## src/rtl/cve2_sleep_ctrl.sv

```systemverilog
// cve2_sleep_ctrl: idle/sleep sequencer driving the core clock gate.
// Sticky fetch enable, idle hysteresis, maskable wake and settle delay.
//
// Ports:
//   clk_i, rst_i      sole clock, synchronous active-high reset
//   test_en_i         forces clock_en_o on
//   fetch_enable_i    fetch-enable request (made sticky)
//   core_busy_i       core is doing work
//   debug_req_i       unmaskable wake source
//   irq_nm_i          unmaskable wake source
//   wake_i            interrupt-pending wake sources
//   wake_mask_i       1 enables the matching wake_i bit
//   idle_delay_i      idle cycles required before gating
//   clock_en_o        core clock gate enable
//   core_sleep_o      core is gated and asleep
//   fetch_enable_o    sticky fetch enable
//   wake_cause_o      {irq_nm, debug_req, masked wake} at last wake
module cve2_sleep_ctrl #(
  parameter int unsigned NumWakeSrc = 4,
  parameter int unsigned IdleDelayW = 4,
  parameter int unsigned WakeDelay  = 2
) (
  input  logic                  clk_i,
  input  logic                  rst_i,
  input  logic                  test_en_i,
  input  logic                  fetch_enable_i,
  input  logic                  core_busy_i,
  input  logic                  debug_req_i,
  input  logic                  irq_nm_i,
  input  logic [NumWakeSrc-1:0] wake_i,
  input  logic [NumWakeSrc-1:0] wake_mask_i,
  input  logic [IdleDelayW-1:0] idle_delay_i,
  output logic                  clock_en_o,
  output logic                  core_sleep_o,
  output logic                  fetch_enable_o,
  output logic [NumWakeSrc+1:0] wake_cause_o
);

  typedef enum logic [2:0] {
    OFF,
    RUN,
    DRAIN,
    SLEEP,
    WAKE
  } state_e;

  localparam logic [3:0] WakeLoad = 4'(WakeDelay);
  localparam logic [IdleDelayW-1:0] IdleOne = IdleDelayW'(1);

  state_e                  state_q, state_d;
  logic [IdleDelayW-1:0]   idle_cnt_q, idle_cnt_d;
  logic [3:0]              wake_cnt_q, wake_cnt_d;
  logic [NumWakeSrc+1:0]   cause_q, cause_d;
  logic                    fetch_en_q;
  logic                    clk_on_q;
  logic                    sleep_q;
  logic [NumWakeSrc-1:0]   wake_masked;
  logic                    wake_evt;

  assign wake_masked = wake_i & wake_mask_i;
  assign wake_evt    = debug_req_i | irq_nm_i | (|wake_masked);

  always_comb begin
    state_d    = state_q;
    idle_cnt_d = idle_cnt_q;
    wake_cnt_d = wake_cnt_q;
    cause_d    = cause_q;
    unique case (state_q)
      OFF: begin
        if (fetch_enable_i) begin
          state_d = RUN;
        end
      end
      RUN: begin
        // wake pending outranks gating
        if (!core_busy_i && !wake_evt) begin
          if (idle_delay_i == '0) begin
            state_d = SLEEP;
          end else begin
            state_d    = DRAIN;
            idle_cnt_d = idle_delay_i;
          end
        end
      end
      DRAIN: begin
        if (core_busy_i || wake_evt) begin
          state_d    = RUN;
          idle_cnt_d = '0;
        end else if (idle_cnt_q == IdleOne) begin
          state_d    = SLEEP;
          idle_cnt_d = '0;
        end else begin
          idle_cnt_d = idle_cnt_q - IdleOne;
        end
      end
      SLEEP: begin
        if (wake_evt) begin
          state_d    = WAKE;
          wake_cnt_d = WakeLoad;
          cause_d    = {irq_nm_i, debug_req_i, wake_masked};
        end
      end
      WAKE: begin
        if (wake_cnt_q == 4'd1) begin
          state_d    = RUN;
          wake_cnt_d = '0;
        end else begin
          wake_cnt_d = wake_cnt_q - 4'd1;
        end
      end
      default: begin
        state_d = OFF;
      end
    endcase
  end

  // Output flags are registered from the next state so the
  // gate enable has no combinational path from the inputs.
  always_ff @(posedge clk_i) begin
    if (rst_i) begin
      state_q    <= OFF;
      idle_cnt_q <= '0;
      wake_cnt_q <= '0;
      cause_q    <= '0;
      fetch_en_q <= 1'b0;
      clk_on_q   <= 1'b0;
      sleep_q    <= 1'b0;
    end else begin
      state_q    <= state_d;
      idle_cnt_q <= idle_cnt_d;
      wake_cnt_q <= wake_cnt_d;
      cause_q    <= cause_d;
      if (fetch_enable_i) begin
        fetch_en_q <= 1'b1;
      end
      clk_on_q   <= (state_d == RUN) || (state_d == DRAIN);
      sleep_q    <= (state_d == SLEEP);
    end
  end

  assign clock_en_o     = clk_on_q | test_en_i;
  assign core_sleep_o   = sleep_q;
  assign fetch_enable_o = fetch_en_q;
  assign wake_cause_o   = cause_q;

endmodule

```

## config.mk

```make
export PLATFORM = sky130hd
export DESIGN_NAME = cve2_sleep_ctrl
export DESIGN_NICKNAME = d
export VERILOG_FILES = /design/src/rtl/cve2_sleep_ctrl.sv
export SDC_FILE = /design/constraint.sdc
export NUM_CORES = 1
export LEC_CHECK = 0
export ABC_AREA = 1
export CAP_MARGIN = 20
export CORE_ASPECT_RATIO = 1.5
export CORE_MARGIN = 1
export CORE_UTILIZATION = 52
export CTS_CLUSTER_DIAMETER = 150
export DETAILED_ROUTE_END_ITERATION = 16
export PLACE_DENSITY = 0.9
export SETUP_SLACK_MARGIN = 0.15
export SLEW_MARGIN = 20
export SYNTH_ARGS = -nofsm -noshare
export SYNTH_HDL_FRONTEND = slang
export SYNTH_SLANG_ARGS = --single-unit
export TNS_END_PERCENT = 50
```

## constraint.sdc

```tcl
create_clock -name clk_i -period 2.6 [get_ports clk_i]
set_clock_uncertainty 0.1 [all_clocks]
set_input_delay 0.39 -clock clk_i [delete_from_list [all_inputs] [get_ports clk_i]]
set_output_delay 0.39 -clock clk_i [all_outputs]
set_load 0.01 [all_outputs]
```

==> flow_metrics.tcl <==
set metrics [dict create \
    rows 20 \
    cts_max_path_buffers 2 \
    n_antenna_cell 0 \
    vdd_drop_max_v 0.000316 \
    wl_per_cell_um 11.7 \
    die-area_um2 2410 \
    cap_violations 0 \
    fmax_ghz 0.493 \
    ys_seq_area_frac 0.347 \
    crit_arrival_ps 1540 \
    final-max-slew-violation-count 0 \
    clockRootBuffer "clkbuf_4" \
    run_status "completed" \
    synth_area_per_cell_um2 6.94 \
    routed_wl_mm 2.52 \
    power.leakage_uw 0.000686 \
    crit_chain "clkdlybuf4s50_1, or2_2, clkdlybuf4s50_1" \
    crit_family "buffers and inverters" \
    end_kind "primary output" \
    worst_slew_pin_slew_ps 353 \
    hold_buffers 0 \
    required_ps 2110 \
    rsz0062_at_grt "no" \
    cts_tree "built" \
    synth_area_leaders "dfxtp_1 35%, nand2_1 12%, inv_1 8.5%" \
    final.fill_count 179 \
    numCtsBuffers 3 \
    cts.clk_slew.worst_paths_ps 100 \
    cts_setup_buffers 0 \
    min_period_ps 2030 \
    clk_latency_ps 300 \
    setup_ws_ps 571 \
    antenna_found_initial 0 \
    relSlewSlack 0.764 \
    initial_core_util 0.562 \
    grt-ovfl-total 0 \
    synth-edff-count 0 \
    yosys.area.top_type "dfxtp_1" \
    crit_path_max_incr_delay_ps 480 \
    num_vias 1097 \
    ys_ff_latch 20 \
    synth-async-reset-ratio 0 \
    dpl_cell_area_um2 1440 \
    p_total_uw 547 \
    final_nets 219 \
    postSynthCellCount 166 \
    crit_top_cell "clkdlybuf4s50_1" \
    area_growth_pct 27.0 \
    power.density_nw_per_um2 374 \
    gp_congestion 0.776 \
    grt_usage 0.242 \
    yosysUniqueCellTypes 24 \
    ioPinCount 28 \
    design_area_um2 1460 \
    grt_pass1_vias 1073 \
    final_antenna_net_count 0 \
    drtIter0Drc 25 \
    numPortBuffers 27 \
    yosysWarnings 0 \
    cp_slowest_cell "clkdlybuf4s50_1" \
    cts.sinks 20 \
    ys.flop_type "dfxtp_1" \
    final-setup-viol-count 0 \
    setup_tns_ps 0 \
    start_kind "input port" \
    fin_cells 216 \
    dp_hpwl_mm 2.11 \
    syn_area_um2 1150 \
    die_w_um 40.4 \
    criticalPathCategory "input port to primary output" \
    seqCellArea_um2 400 \
    yosys-top-cells-count "36 x nand2_1, 26 x inv_1, 23 x nor2_1" \
    dr.pass1.iters 4 \
    die_height_um 59.7 \
    synth_top_area_share 0.347 \
    routed_via_density 5.08 \
    cts_resized 0 \
    crit_fanout 1 \
    cts.htree.levels 1 \
    finalHoldViolations 0 \
    synth.most_common_cell "nand2_1" \
    crit_buf_inv 2 \
    drc 0 \
    grt_max_degree 12 \
    multi_input_area_um2 634 \
    dp_slack_ps 569 \
    grt_pass1_wl_mm 4.02 \
    drive_above_1_share 0.144 \
    dpl.cell_count 213 \
    hold_path_class "flip-flop to flip-flop" \
    period_share 0.780 \
    core-area_um2 2050 \
    syn_nets 189 \
]
==> path summary, 6_finish.rpt <==
path / slack, ps / cells after the start / end / start
setup / recovery: 570 / 3 / clock_en_o / test_en_i
hold / removal: 370 / 2 / wake_cause_o[2] / wake_cause_o[2]
setup reg to reg: 1120 / 9 / clk_on_q / wake_cnt_q[1]
hold reg to reg: 370 / 2 / wake_cause_o[2] / wake_cause_o[2]
==> flip-flops by register name, summed over array words and instances, names as in the netlist <==
| register | count |
|---|---|
| wake_cnt_q | 4 |
| clk_on_q | 1 |
| fetch_enable_o | 1 |
| state_q | 3 |
| wake_cause_o | 6 |
| core_sleep_o | 1 |
| idle_cnt_q | 4 |
==> logic make-up (layout without fill, tap and decap cells) <==
family,count (synthesis),count (layout),synth area share
xor+xnor,3,3,0.0228
fa+ha+maj,4,4,0.0434
simple gates,88,88,0.368
compound gates,20,20,0.116
flops,20,20,0.347
buf+inv,31,59,0.102
==> layer usage <==
metal	global-route usage	part of all wire
met5	0	0
met4	0.0952	0.015
met2	0.488	0.60
met3	0.0595	0.023
met1	0.197	0.36
==> where the power goes <==
part           leakage, uW  internal [uW]  switching, uW  total (uW)
Combinational     0.000510           45.2           42.6        87.9
Clock            0.0000138           54.1           90.5         145
Sequential        0.000162            312           3.13         315
Total             0.000686            411            136         547
==> tightest hold or removal path, delay by kind of cell, from the launching register on <==
family	cells	cell delay (ps)
AND/OR/NAND/NOR	1	60
flip-flops	1	320
AO/OA/AOI/OAI	1	50
==> metrics by stage <==
stage	utilization	hold slack (ps)
2_1_floorplan	-	339
3_3_place_gp	0.702	350
3_5_place_dp	0.702	361
4_1_cts	0.713	376
5_1_grt	0.713	398
6_report	0.713	371
==> cell usage in the layout, fill, tap and decap left out, drive strengths merged <==
cell            n
nand2          41
nor2           30
inv            29
clkdlybuf4s50  27
dfxtp          20
nand3          13
o21ai           9
a21oi           8
ha              4
xor2            3
clkbuf          3
nor3            2
or2             1
nand4           1
a31oi           1
o211ai          1
a211oi          1
==> area by class of cell <==
| type | count | area share |
|---|---|---|
| repair buffers | 27 | 0.185 |
| multi-input cells | 115 | 0.433 |
| clock buffers | 3 | 0.0154 |
| flip-flops and latches | 20 | 0.274 |
| inverters | 29 | 0.0744 |
| well taps | 22 | 0.0188 |
(Power assumes the default switching activity.)
